### config.mk
export PLATFORM = sky130hd
export DESIGN_NAME = pc_fetch_sequencer
export DESIGN_NICKNAME = d
export VERILOG_FILES = /design/src/rtl/pc_fetch_sequencer.sv
export SDC_FILE = /design/constraint.sdc
export NUM_CORES = 1
export LEC_CHECK = 0
export ABC_AREA = 1
export BUFFER_PORTS_ARGS = -buffer_cell sky130_fd_sc_hd__clkbuf_2
export CAP_MARGIN = 0
export CORE_UTILIZATION = 50
export CTS_BUF_LIST = sky130_fd_sc_hd__clkbuf_8
export DETAILED_ROUTE_END_ITERATION = 10
export HOLD_SLACK_MARGIN = 0.03
export PLACE_DENSITY = 0.82
export SLEW_MARGIN = 0
export SYNTH_ARGS = -nofsm -noshare
export SYNTH_HDL_FRONTEND = slang
export SYNTH_SLANG_ARGS = --single-unit
### constraint.sdc
create_clock -name clk -period 2.48 [get_ports clk]
set_clock_uncertainty 0.2 [all_clocks]
set_input_delay 0.372 -clock clk [delete_from_list [all_inputs] [get_ports clk]]
set_output_delay 0.372 -clock clk [all_outputs]
set_load 0.05 [all_outputs]
### src/rtl/pc_fetch_sequencer.sv
// Program counter and instruction fetch stage: fetches one word per step over a
// req/ready handshake, presents it to the core for one cycle, then picks the next PC.
module pc_fetch_sequencer #(
  parameter logic [15:0] RESET_PC = 16'h0000
) (
  input  logic        clk,
  input  logic        reset,
  input  logic        start,
  input  logic        stop,
  output logic        mem_req,
  output logic [15:0] mem_addr,
  input  logic        mem_ready,
  input  logic [15:0] mem_rdata,
  output logic [15:0] instr,
  output logic        instr_valid,
  input  logic [15:0] jump_addr,
  input  logic [15:0] stack_top,
  output logic [15:0] pc,
  output logic [15:0] retired,
  output logic        halted
);

  typedef enum logic [1:0] {S_IDLE, S_FETCH, S_EXEC, S_HALT} state_t;

  localparam logic [1:0] OP_CALL = 2'b01;
  localparam logic [1:0] OP_RET  = 2'b11;

  state_t      state_q, state_d;
  logic [15:0] pc_q, pc_d;
  logic [15:0] instr_q, instr_d;
  logic [15:0] retired_q, retired_d;
  logic        halted_q, halted_d;
  logic        mem_req_q, mem_req_d;
  logic        instr_valid_q, instr_valid_d;
  logic [1:0]  op;

  assign op = instr_q[15:14];

  always_comb begin
    state_d   = state_q;
    pc_d      = pc_q;
    instr_d   = instr_q;
    retired_d = retired_q;
    halted_d  = halted_q;
    case (state_q)
      S_IDLE: if (start) state_d = S_FETCH;
      S_FETCH: begin
        if (mem_ready) begin
          instr_d = mem_rdata;
          state_d = S_EXEC;
        end
      end
      S_EXEC: begin
        retired_d = retired_q + 16'd1;
        case (op)
          OP_CALL: pc_d = jump_addr;
          OP_RET:  pc_d = stack_top;
          default: begin
            // Sequential step off the top of the address space halts instead of wrapping.
            if (pc_q == 16'hFFFF) halted_d = 1'b1;
            else                  pc_d     = pc_q + 16'd1;
          end
        endcase
        if (halted_d)  state_d = S_HALT;
        else if (stop) state_d = S_IDLE;
        else           state_d = S_FETCH;
      end
      S_HALT:  state_d = S_HALT;
      default: state_d = S_IDLE;
    endcase
  end

  // Handshake outputs are registered from the next state, so mem_ready never reaches mem_req combinationally.
  assign mem_req_d     = (state_d == S_FETCH);
  assign instr_valid_d = (state_d == S_EXEC);

  always_ff @(posedge clk or posedge reset) begin
    if (reset) begin
      state_q       <= S_IDLE;
      pc_q          <= RESET_PC;
      instr_q       <= 16'h0000;
      retired_q     <= 16'h0000;
      halted_q      <= 1'b0;
      mem_req_q     <= 1'b0;
      instr_valid_q <= 1'b0;
    end else begin
      state_q       <= state_d;
      pc_q          <= pc_d;
      instr_q       <= instr_d;
      retired_q     <= retired_d;
      halted_q      <= halted_d;
      mem_req_q     <= mem_req_d;
      instr_valid_q <= instr_valid_d;
    end
  end

  assign mem_req     = mem_req_q;
  assign mem_addr    = pc_q;
  assign instr       = instr_q;
  assign instr_valid = instr_valid_q;
  assign pc          = pc_q;
  assign retired     = retired_q;
  assign halted      = halted_q;

endmodule
==> results of run 1 <==
worst max-delay path: cells and delay by family (launching register included):
kind	cells	cell delay, ns
AND/OR/NAND/NOR	5	0.70
flip-flops	1	0.46
adder cells (fa/ha/maj)	1	0.22
buffers and inverters	1	0.19
AO/OA/AOI/OAI	1	0.11
Yosys cell counts (all sizes together), types with 2 or more instances:
cell type / instances / area share [%]
a21oi: 12 / 2.1
buf: 21 / 5.3
clkbuf: 6 / 0.73
dfrtp: 53 / 43
ha: 2 / 0.82
inv: 38 / 4.6
nand2: 160 / 20
nand3: 36 / 6.4
nand3b: 2 / 0.49
nand4: 5 / 1.5
nor2: 33 / 4.9
nor3: 3 / 1.0
o21ai: 16 / 2.6
o21bai: 2 / 0.49
xnor2: 4 / 1.1
xor2: 9 / 2.6
state kept, by name, indices dropped and copies added (netlist names):
| name | flops |
|---|---|
| retired | 16 |
| instr | 16 |
| mem_addr | 16 |
| mem_req | 1 |
| state_q | 2 |
| instr_valid | 1 |
| halted | 1 |
logic make-up (layout without fill, tap and decap cells):
kind of cell	Yosys count	count (layout)	synth area share, %
AND/OR/NAND/NOR	243	243	35.32
XOR/XNOR	13	13	3.711
AO/OA/AOI/OAI	34	34	6.199
flip-flops	53	53	43.23
adder cells (fa/ha/maj)	2	2	0.8155
buffers and inverters	65	169	10.73
cell usage in the layout (no fill, tap or decap), types with 3 or more instances in the layout:
cell type / count
sky130_fd_sc_hd__xor2_1: 9
sky130_fd_sc_hd__nand2_1: 157
sky130_fd_sc_hd__xnor2_1: 4
sky130_fd_sc_hd__nor2_2: 5
sky130_fd_sc_hd__dfrtp_1: 53
sky130_fd_sc_hd__nor2_1: 26
sky130_fd_sc_hd__o21ai_1: 6
sky130_fd_sc_hd__inv_1: 36
sky130_fd_sc_hd__a21oi_1: 11
sky130_fd_sc_hd__clkbuf_8: 5
sky130_fd_sc_hd__clkbuf_2: 119
sky130_fd_sc_hd__o21ai_0: 10
sky130_fd_sc_hd__nand3_1: 33
sky130_fd_sc_hd__nand4_1: 4
sky130_fd_sc_hd__nand3_2: 3
final timing paths:
kind,end,start,cells past startpoint,slack (ns)
hold / removal,instr[0]$_DFFE_PP0P_,mem_rdata[0],3,0.05
setup / recovery,mem_addr[6]$_DFFE_PP0P_,mem_addr[0]$_DFFE_PP0P_,8,0.50
min in group asynchronous,instr[4]$_DFFE_PP0P_,reset,3,0.45
hold reg to reg,instr[12]$_DFFE_PP0P_,instr[12]$_DFFE_PP0P_,2,0.29
max in group asynchronous,retired[12]$_DFFE_PP0P_,reset,4,1.07
setup reg to reg,mem_addr[6]$_DFFE_PP0P_,mem_addr[0]$_DFFE_PP0P_,8,0.50
metal layers:
| metal | wire (µm) | share of wire, % | vias up |
|---|---|---|---|
| met5 | 0 | 0 | - |
| met4 | 162 | 2.1 | 0 |
| met3 | 579 | 7.7 | 13 |
| met2 | 3763 | 50 | 122 |
| met1 | 3041 | 40 | 1409 |
| li1 | - | - | 1485 |
stage by stage:
stage / cells / setup WS (ns) / area [µm²] / util, %
2_1_floorplan: 410 / 0.4970 / 3068 / -
3_3_place_gp: 580 / 0.5843 / 3606 / 60.90
3_5_place_dp: 580 / 0.5319 / 3606 / 60.90
4_1_cts: 589 / 0.5078 / 3711 / 62.68
5_1_grt: 589 / 0.2789 / 3711 / 62.68
6_report: 589 / 0.4998 / 3711 / 62.68
layout make-up:
| class | instances | area [µm²] | area share [%] |
|---|---|---|---|
| clock buffers | 5 | 68.82 | 1.854 |
| well taps | 75 | 93.84 | 2.529 |
| multi-input cells | 292 | 1413 | 38.06 |
| clock inverters | 3 | 26.28 | 0.7080 |
| inverters | 38 | 142.6 | 3.844 |
| repair buffers | 123 | 640.6 | 17.26 |
| flip-flops and latches | 53 | 1326 | 35.74 |
power by group:
| group | internal [mW] | switching, mW |
|---|---|---|
| combinational | 0.0409 | 0.0402 |
| clock | 0.207 | 0.311 |
| sequential | 0.864 | 0 |
| total | 1.11 | 0.352 |
==> impl_metrics.tcl, run 1 <==
set metrics [dict create \
    status "finished, final reports clean" \
    fillerInstances 537 \
    setup_viol_count_final 0 \
    worst_setup_hold_path_clk_slew_ns 0.11 \
    final_period_minus_worst_setup_slack_ns 1.980 \
    worst_hold_slack_ns 0.04648 \
    met1_usage_pct 28.20 \
    final_layout_size_suffix_gt1_share_pct 29.18 \
    final_number_of_max_transition_violations 0 \
    gp_congestion 0.8704 \
    clock_path_buffers 2 \
    route.detailed.vias_per_inst 5.143 \
    timing.critical_path.slowest_cell_delay_ns 0.46 \
    grt_overflow_total 0 \
    gr-usage-met3_pct 6.364 \
    timing_hold_violations_final 0 \
    critical_setup_path_kind "reg2reg" \
    syn-instance-count 410 \
    total_leakage_power_nw 2.311 \
    grt_pass1_wl_um 12420 \
    antenna-diode-count 0 \
    syn_area_per_cell_um2 7.483 \
    yosys_register_bits 53 \
    cts_tree "yes" \
    synth.distinct_cells 37 \
    cts_buffer_count 5 \
    rows 28 \
    dp_hpwl_um 5727 \
    grt.total_usage_pct 25.05 \
    start_util_pct 51.82 \
    syn-num-nets 465 \
    antenna_found_initial 0 \
    synth_enable_flop_cells 0 \
    timing.critical_path.required_ns 2.49 \
    cap_viol_max_count 0 \
    die_h_um 80.33 \
    vias_in_the_first_global_route 2847 \
    cts_setup_buffers 0 \
    core_region_area_um2 5921 \
    clock_root_cell "sky130_fd_sc_hd__clkbuf_8" \
    die_w_um 80.33 \
    final_worst_path_cycle_share_pct 79.85 \
    grt_start_max_net_pins 28 \
    wirelength_um 7546 \
    p_per_area_nw_per_um2 394.1 \
    synth_seq_area_share_pct 43.23 \
    via_count_of_the_routed_design 3029 \
    grt_setup_unrepaired "no" \
    async_reset_ff_share_pct 100.0 \
    port_buffers 119 \
    floorplan.io_pins 120 \
    yosys_warnings 0 \
    yosys_most_used_dff "sky130_fd_sc_hd__dfrtp_1" \
    post_drt_wl_per_cell_um 12.81 \
    gr-max-usage-layer "met2" \
    worstSetupStartpointType "flop" \
    htreeDepth 2 \
    cts_repair_resize_count 0 \
    hold_buffers 1 \
    timing.fmax_mhz 505.0 \
    crit_chain "ha_1 -> nand2_2 -> nor2_4 -> nand4_4 -> nand2_4 -> inv_1 -> o21ai_0 -> nand2_1" \
    critical_path_arrival_ns 1.99 \
    final.setup.tns_ns 0 \
    total_power_mw 1.463 \
    count_of_routing_violations_after_the_opening_detailed_route_iteration 202 \
    floorplan.die_area_um2 6453 \
    ant_nets_after_route 0 \
    timing.critical_path.slowest_stage_cell "sky130_fd_sc_hd__dfrtp_1" \
    timing.max_slew.rel_slack_pct 60.25 \
    nets 568 \
    grt_use_met2_pct 44.70 \
    first_drt_pass_iteration_count 4 \
    vdd.ir_drop.worst_v 0.0003094 \
    synth.cell_area_um2 3068 \
    crit_path_end_kind "flop" \
    post_route_drc 0 \
    hp-class "in2reg" \
    worstPathMaxFanout 23 \
    worstMarginPinSlew_ns 0.5954 \
    clk_sink_count 53 \
    flow.area_growth_from_synthesis_pct 20.96 \
    clock_insertion_delay_worst_skew_ns 0.31 \
]
Note: power is estimated with default switching activity, not from simulation.
==> run 2: changes to the inputs <==
--- a/config.mk
+++ b/config.mk
@@ -8,11 +8,11 @@
 export ABC_AREA = 1
 export BUFFER_PORTS_ARGS = -buffer_cell sky130_fd_sc_hd__clkbuf_2
 export CAP_MARGIN = 0
-export CORE_UTILIZATION = 50
+export CORE_UTILIZATION = 46
 export CTS_BUF_LIST = sky130_fd_sc_hd__clkbuf_8
 export DETAILED_ROUTE_END_ITERATION = 10
 export HOLD_SLACK_MARGIN = 0.03
-export PLACE_DENSITY = 0.82
+export PLACE_DENSITY = 0.79
 export SLEW_MARGIN = 0
 export SYNTH_ARGS = -nofsm -noshare
 export SYNTH_HDL_FRONTEND = slang
==> constraint.sdc (replaced) <==
create_clock -name clk -period 1.6 [get_ports clk]
set_clock_uncertainty 0.2 [all_clocks]
set_input_delay 0.24 -clock clk [delete_from_list [all_inputs] [get_ports clk]]
set_output_delay 0.24 -clock clk [all_outputs]
set_load 0.05 [all_outputs]
==> run 2 against run 1 <==
  * The run now ends with negative setup slack left
  * Sequential power rose by 55%
  * Routed wire length rose by 11%
  * Register-to-register slack got worse by 0.54 ns
  * Critical path type unchanged
  * Largest cell class unchanged
  * Largest power group unchanged
==> impl_metrics.tcl, run 2 (synthesized netlist as in run 1, its figures left out) <==
set metrics [dict create \
    status "complete, but fails checks" \
    violations "negative setup slack" \
    final.setup.tns_ns -0.04501 \
    floorplan.die_area_um2 7000 \
    worst_hold_slack_ns 0.07607 \
    total_leakage_power_nw 2.555 \
    grt_pass1_wl_um 13680 \
    clock_path_buffers 2 \
    final_number_of_max_transition_violations 0 \
    crit_path_end_kind "flop" \
    ant_nets_after_route 0 \
    timing_hold_violations_final 0 \
    antenna-diode-count 0 \
    worstSetupStartpointType "flop" \
    worst_setup_hold_path_clk_slew_ns 0.10 \
    p_per_area_nw_per_um2 523.3 \
    timing.critical_path.slowest_stage_cell "sky130_fd_sc_hd__dfrtp_2" \
    post_route_drc 0 \
    route.detailed.vias_per_inst 4.950 \
    htreeDepth 2 \
    clock_insertion_delay_worst_skew_ns 0.31 \
    die_w_um 83.67 \
    grt_setup_unrepaired "yes" \
    grt_overflow_total 0 \
    wirelength_um 8402 \
    worstMarginPinSlew_ns 0.3992 \
    count_of_routing_violations_after_the_opening_detailed_route_iteration 171 \
    critical_path_arrival_ns 1.65 \
    seq_power_share_pct 58.3 \
    switchingPower_uw 547.6 \
    post_drt_wl_per_cell_um 13.07 \
    cap_viol_max_count 0 \
    crit_chain "ha_4 -> nand2_4 -> nor2_4 -> nand4_4 -> buf_4 -> nand2_1 -> nand2_1 -> nand2_1 -> nor2_1" \
    critPathBufInv 1 \
    final_period_minus_worst_setup_slack_ns 1.639 \
    setup_viol_count_final 3 \
    timing.fmax_mhz 610.2 \
    final_design_area_no_fill_um2 4385 \
    final_layout_size_suffix_gt1_share_pct 41.52 \
    worstPathMaxFanout 4 \
    floorplan.io_pins 120 \
    cts_buffer_count 5 \
    placed_cells 606 \
    timing.max_slew.rel_slack_pct 73.33 \
    cpMostUsedCell "sky130_fd_sc_hd__nand2_1" \
    antenna_found_initial 0 \
    power.share.combinational_pct 7.5 \
    grt_start_max_net_pins 26 \
    core_region_area_um2 6386 \
    flow.area_growth_from_synthesis_pct 42.94 \
    crit_family "simple AND/OR/NAND/NOR gates" \
    instances_no_fill 643 \
    start_util_pct 48.04 \
    final_worst_path_cycle_share_pct 102.4 \
    clock_root_cell "sky130_fd_sc_hd__clkbuf_8" \
    critical_setup_path_kind "reg2reg" \
    timing.critical_path.slowest_cell_delay_ns 0.42 \
    leading_cell_type_in_the_layout_fill_and_taps_excluded "sky130_fd_sc_hd__nand2_1" \
    rows 29 \
    detailedPlace.worstSlack_ns 0.006386 \
    internal_power_mw 1.747 \
    hp-class "in2reg" \
    clockPowerShare_pct 34.2 \
    layout.cells.most_common_list "152 x sky130_fd_sc_hd__nand2_1, 110 x sky130_fd_sc_hd__clkbuf_2, 32 x sky130_fd_sc_hd__inv_1, 30 x sky130_fd_sc_hd__nand3_1" \
    vdd.ir_drop.worst_v 0.0003591 \
    timing.critical_path.required_ns 1.62 \
    port_buffers 119 \
    via_count_of_the_routed_design 3183 \
    first_drt_pass_iteration_count 5 \
    die_h_um 83.67 \
    cts_tree "yes" \
    nets 620 \
    gp_congestion 0.8740 \
    p_sw_share_pct 23.86 \
    vias_in_the_first_global_route 3077 \
    grt.total_usage_pct 24.26 \
    dp_hpwl_um 6062 \
    postPlaceCellArea_um2 3945 \
    fin_util_pct 68.67 \
    final_critical_path_setup_slack_ns -0.03887 \
    clk_sink_count 53 \
    total_power_mw 2.295 \
]
run 2: power groups by stage:
stage,Combinational [mW],Clock (mW),Sequential [mW]
global route,0.191,0.866,1.34
CTS,0.170,0.808,1.34
global placement,0.128,0,1.36
floorplan,0.0440,0,1.36
detailed placement,0.130,0,1.36
finish,0.171,0.786,1.34
run 2: path summary, 6_finish.rpt:
kind / start / end / slack, ns / cells past startpoint
setup / recovery: mem_addr[1]$_DFFE_PP0P_ / mem_req$_DFF_PP0_ / -0.04 / 9
hold / removal: stack_top[5] / mem_addr[5]$_DFFE_PP0P_ / 0.08 / 5
setup reg to reg: mem_addr[1]$_DFFE_PP0P_ / mem_req$_DFF_PP0_ / -0.04 / 9
hold reg to reg: instr[0]$_DFFE_PP0P_ / instr[0]$_DFFE_PP0P_ / 0.29 / 2
max in group asynchronous: reset / instr[10]$_DFFE_PP0P_ / 0.46 / 4
min in group asynchronous: reset / retired[15]$_DFFE_PP0P_ / 0.25 / 3
run 2: area by class of cell:
| class | count | area, µm² |
|---|---|---|
| Timing Repair Buffer | 175 | 1149 |
| Clock inverter | 3 | 21.27 |
| Clock buffer | 5 | 68.82 |
| Tap cell | 77 | 96.34 |
| Inverter | 38 | 148.9 |
| Sequential cell | 53 | 1363 |
| Fill cell | 528 | 2001 |
| Multi-Input combinational cell | 292 | 1539 |
run 2: worst register-to-register path, cell delays in order (launching register included):
cell                      delay [ns]
sky130_fd_sc_hd__dfrtp_2        0.42
sky130_fd_sc_hd__ha_4           0.15
sky130_fd_sc_hd__nand2_4        0.08
sky130_fd_sc_hd__nor2_4         0.15
sky130_fd_sc_hd__nand4_4        0.11
sky130_fd_sc_hd__buf_4          0.16
sky130_fd_sc_hd__nand2_1        0.07
sky130_fd_sc_hd__nand2_1        0.06
sky130_fd_sc_hd__nand2_1        0.10
sky130_fd_sc_hd__nor2_1         0.05
run 2: repair_timing:
item,CTS,global route
pin swaps,0,12
hold buffers,21,0
setup endpoints to repair,2,30
setup buffers,0,8
resized for setup,1,31
endpoints found under the hold margin,60,0
run 2: metal layers:
layer	track usage [%]	vias to the layer above	wire length (µm)
met5	0	-	0
met4	9.707	0	193
met3	5.045	18	465
met2	42.50	116	4204
met1	29.03	1472	3539
li1	-	1577	-
==> run 3: changes to the inputs <==
==> constraint.sdc (replaced) <==
create_clock -name clk -period 1.4 [get_ports clk]
set_clock_uncertainty 0.2 [all_clocks]
set_input_delay 0.21 -clock clk [delete_from_list [all_inputs] [get_ports clk]]
set_output_delay 0.21 -clock clk [all_outputs]
set_load 0.05 [all_outputs]
==> run 3 against run 2 <==
  * The flow now stops in global routing
  * Synthesized area unchanged
  * Synthesized cell count stayed put
==> impl_metrics.tcl, run 3 <==
set metrics [dict create \
    status "aborted with a tool error" \
    failing_step "global routing" \
    error_message "[ERROR GRT-0232] Routing congestion too high. Check the congestion heatmap in the GUI." \
    dp_hpwl_um 6323 \
    synth_enable_flop_cells 0 \
    floorplan.io_pins 120 \
    clock_root_cell "sky130_fd_sc_hd__clkbuf_8" \
    htreeDepth 2 \
    clk_sink_count 53 \
    netlist_top_cells_count "157 x sky130_fd_sc_hd__nand2_1, 53 x sky130_fd_sc_hd__dfrtp_1, 37 x sky130_fd_sc_hd__inv_1, 33 x sky130_fd_sc_hd__nand3_1, 26 x sky130_fd_sc_hd__nor2_1" \
    clock_path_buffers 2 \
    repair-timing-grt-worst-ep "mem_addr[11]$_DFFE_PP0P_/D" \
    die_h_um 83.67 \
    synth_area_leader_cell "sky130_fd_sc_hd__dfrtp_1" \
    start_util_pct 48.04 \
    syn-instance-count 410 \
    cts_buffer_count 5 \
    synth.most_common_cell "sky130_fd_sc_hd__nand2_1" \
    async_reset_ff_share_pct 100.0 \
    rows 29 \
    yosys_warnings 0 \
    synth_seq_area_share_pct 43.23 \
    port_buffers 119 \
    postPlaceCellArea_um2 4172 \
    worstEndpointType "register input" \
    yosys_most_used_dff "sky130_fd_sc_hd__dfrtp_1" \
    syn_area_per_cell_um2 7.483 \
    grt_start_max_net_pins 54 \
    synth.cell_area_um2 3068 \
    grt.total_usage_pct 78.44 \
    detailedPlace.worstSlack_ns -0.1902 \
    synth_largest_type_area_fraction_pct 43.23 \
    die_w_um 83.67 \
    synth.distinct_cells 37 \
    syn-num-nets 465 \
    ys_top_cells_by_area "sky130_fd_sc_hd__dfrtp_1 43%, sky130_fd_sc_hd__nand2_1 19%, sky130_fd_sc_hd__nand3_1 5.4%, sky130_fd_sc_hd__inv_1 4.5%, sky130_fd_sc_hd__buf_4 3.9%" \
    yosys_register_bits 53 \
    gp_congestion 0.8437 \
    grt_overflow_total 129 \
]
## run 3: cell counts after synthesis
No cell type changed its count.
## run 3: per-stage QoR
stage / TNS (ns) / instances
3_5_place_dp: -3.819 / 637
3_3_place_gp: -2.172 / 637
4_1_cts: -7.133 / 689
2_1_floorplan: -6.501 / 410
## run 3: routing by layer
layer,track usage [%],GRT overflow
met1,77.08,1
met2,99.11,75
met3,52.92,1
met4,93.68,52
met5,3.030,0
## run 3: cells by family after synthesis
family                   after synthesis  synth area share, %
AND/OR/NAND/NOR                      243                35.32
buffers and inverters                 65                10.73
flip-flops                            53                43.23
AO/OA/AOI/OAI                         34                6.199
XOR/XNOR                              13                3.711
adder cells (fa/ha/maj)                2               0.8155
## run 3: repair_timing
action,CTS
setup buffers,25
endpoints found under the hold margin,73
pin swaps,17
setup endpoints to repair,90
resized for setup,184
hold buffers,20
==> run 4: changes to the inputs <==
--- a/config.mk
+++ b/config.mk
@@ -8,11 +8,9 @@
 export ABC_AREA = 1
 export BUFFER_PORTS_ARGS = -buffer_cell sky130_fd_sc_hd__clkbuf_2
 export CAP_MARGIN = 0
-export CORE_UTILIZATION = 46
-export CTS_BUF_LIST = sky130_fd_sc_hd__clkbuf_8
+export CORE_UTILIZATION = 35
 export DETAILED_ROUTE_END_ITERATION = 10
-export HOLD_SLACK_MARGIN = 0.03
-export PLACE_DENSITY = 0.79
+export PLACE_DENSITY_LB_ADDON = 0.15
 export SLEW_MARGIN = 0
 export SYNTH_ARGS = -nofsm -noshare
 export SYNTH_HDL_FRONTEND = slang
==> constraint.sdc (replaced) <==
create_clock -name clk -period 1.8 [get_ports clk]
set_clock_uncertainty 0.2 [all_clocks]
set_input_delay 0.27 -clock clk [delete_from_list [all_inputs] [get_ports clk]]
set_output_delay 0.27 -clock clk [all_outputs]
set_load 0.05 [all_outputs]
==> run 4 against run 3 <==
  * The flow now finishes without violations
==> impl_metrics.tcl, run 4 (synthesized netlist as in run 1, its figures left out) <==
set metrics [dict create \
    status "finished, final reports clean" \
    worstMarginPinSlew_ns 0.5174 \
    nets 598 \
    total_leakage_power_nw 2.431 \
    timing.critical_path.slowest_stage_cell "sky130_fd_sc_hd__dfrtp_2" \
    worstSetupEndpoint "mem_addr[6]$_DFFE_PP0P_" \
    layout.cells.most_common_list "157 x sky130_fd_sc_hd__nand2_1, 119 x sky130_fd_sc_hd__clkbuf_2, 47 x sky130_fd_sc_hd__dfrtp_1, 36 x sky130_fd_sc_hd__inv_1, 33 x sky130_fd_sc_hd__nand3_1" \
    critPathBufInv 1 \
    final_period_minus_worst_setup_slack_ns 1.692 \
    final_number_of_max_transition_violations 0 \
    crit_path_end_kind "flop" \
    die_h_um 95.63 \
    critPathLaunch "mem_addr[0]$_DFFE_PP0P_" \
    layout.area.seq_um2 1334 \
    hp-class "in2reg" \
    grt_overflow_total 0 \
    critical_setup_path_kind "reg2reg" \
    crit_cells 8 \
    cts_tree "yes" \
    internal_power_mw 1.582 \
    grt_pass1_wl_um 13310 \
    clk_sink_count 53 \
    htreeDepth 2 \
    flow.area_growth_from_synthesis_pct 31.48 \
    leading_cell_type_in_the_layout_fill_and_taps_excluded "sky130_fd_sc_hd__nand2_1" \
    clock_path_buffers 2 \
    seq_power_share_pct 57.9 \
    cap_viol_max_count 0 \
    cts_setup_buffers 0 \
    first_drt_pass_iteration_count 4 \
    critical_path_arrival_ns 1.69 \
    grt_start_max_net_pins 54 \
    detailedPlace.worstSlack_ns 0.1105 \
    antenna-diode-count 0 \
    worstPathMaxFanout 7 \
    gp_congestion 0.7816 \
    final.setup.tns_ns 0 \
    switchingPower_uw 472.0 \
    post_route_drc 0 \
    fin_util_pct 48.36 \
    floorplan.io_pins 120 \
    core_region_area_um2 8341 \
    clock_insertion_delay_worst_skew_ns 0.30 \
    clockPowerShare_pct 35.1 \
    r2r-end "mem_addr[6]$_DFFE_PP0P_" \
    crit_chain "ha_1 -> nand2_2 -> nor2_4 -> nand4_4 -> nand2_4 -> inv_1 -> o21ai_0 -> nand2_1" \
    final_critical_path_setup_slack_ns 0.1076 \
    worst_setup_hold_path_clk_slew_ns 0.10 \
    cts_buffer_count 5 \
    rows 33 \
    post_drt_wl_per_cell_um 12.68 \
    count_of_routing_violations_after_the_opening_detailed_route_iteration 78 \
    timing_hold_violations_final 0 \
    total_power_mw 2.054 \
    clock_root_cell "sky130_fd_sc_hd__clkbuf_8" \
    timing.max_slew.rel_slack_pct 65.47 \
    crit_family "simple AND/OR/NAND/NOR gates" \
    worstSetupStartpointType "flop" \
    p_sw_share_pct 22.98 \
    reg2reg_setup_slack_ns 0.11 \
    wirelength_um 8227 \
    final_worst_path_cycle_share_pct 94.02 \
    start_util_pct 36.78 \
    vdd.ir_drop.worst_v 0.0003420 \
    dp_hpwl_um 5991 \
    fillerInstances 856 \
    power.share.combinational_pct 6.9 \
    worst_r2r_start "mem_addr[0]$_DFFE_PP0P_" \
    route.detailed.vias_per_inst 4.655 \
    ant_nets_after_route 0 \
    timing.critical_path.required_ns 1.80 \
    antenna_found_initial 0 \
    p_per_area_nw_per_um2 509.2 \
    port_buffers 119 \
    multi_input_gate_area_um2 1420 \
    vias_in_the_first_global_route 2826 \
    setup_viol_count_final 0 \
    final_layout_size_suffix_gt1_share_pct 31.43 \
    timing.fmax_mhz 590.9 \
    via_count_of_the_routed_design 3021 \
    grt_setup_unrepaired "yes" \
    floorplan.die_area_um2 9144 \
    die_w_um 95.63 \
    worst-r2r-cell-count 8 \
    timing.critical_path.slowest_cell_delay_ns 0.37 \
    grt.total_usage_pct 18.80 \
]
## run 4: worst min path at each step
stage | startpoint | to | slack (ns) | cells after the start
2_1_floorplan | reset | halted$_DFFE_PP0P_ | 0.13 | 1
3_3_place_gp | reset | retired[5]$_DFFE_PP0P_ | 0.16 | 3
3_5_place_dp | reset | instr[4]$_DFFE_PP0P_ | 0.16 | 3
4_1_cts | mem_ready | state_q[1]$_DFF_PP0_ | 0.05 | 3
5_1_grt | jump_addr[0] | mem_addr[0]$_DFFE_PP0P_ | 0.06 | 3
6_report | mem_ready | state_q[1]$_DFF_PP0_ | 0.05 | 3
## run 4: power groups by stage
stage	Sequential, mW	Clock, mW	Combinational [mW]
after floorplan	1.21	0	0.0391
after global placement	1.21	0	0.114
after detailed placement	1.21	0	0.114
after CTS	1.19	0.745	0.144
after global routing	1.19	0.783	0.161
final	1.19	0.722	0.143
## run 4: worst min-delay path, cell delays in order
cell                       delay (ns)
sky130_fd_sc_hd__clkbuf_2        0.10
sky130_fd_sc_hd__o21ai_0         0.07
sky130_fd_sc_hd__nand2_1         0.08
## run 4: cell type report
type	count	area share, %
clock buffers	6	2.047
clock inverters	2	0.3412
inverters	38	3.629
multi-input cells	292	35.20
flip-flops and latches	53	33.06
well taps	105	3.257
repair buffers	153	22.46
## run 4: stage by stage
stage	cells	hold WS, ns	area [µm²]
final	649	0.04962	4034
after floorplan	410	0.1312	3079
after global routing	649	0.05904	4034
after global placement	624	0.1569	3760
after CTS	649	0.04699	4026
after detailed placement	624	0.1621	3760
## run 4: repair_timing
action / CTS / global route
hold endpoints to repair: 69 / 0
endpoints found under the setup margin: 0 / 3
resized for setup: 0 / 2
hold buffers: 17 / 0
## run 4: layer usage
metal | part of all wire (%) | up-vias | track usage [%]
met5 | 0 | - | 0
met4 | 1.2 | 0 | 4.851
met3 | 5.7 | 9 | 4.226
met2 | 48 | 79 | 32.50
met1 | 45 | 1400 | 23.61
li1 | - | 1533 | -
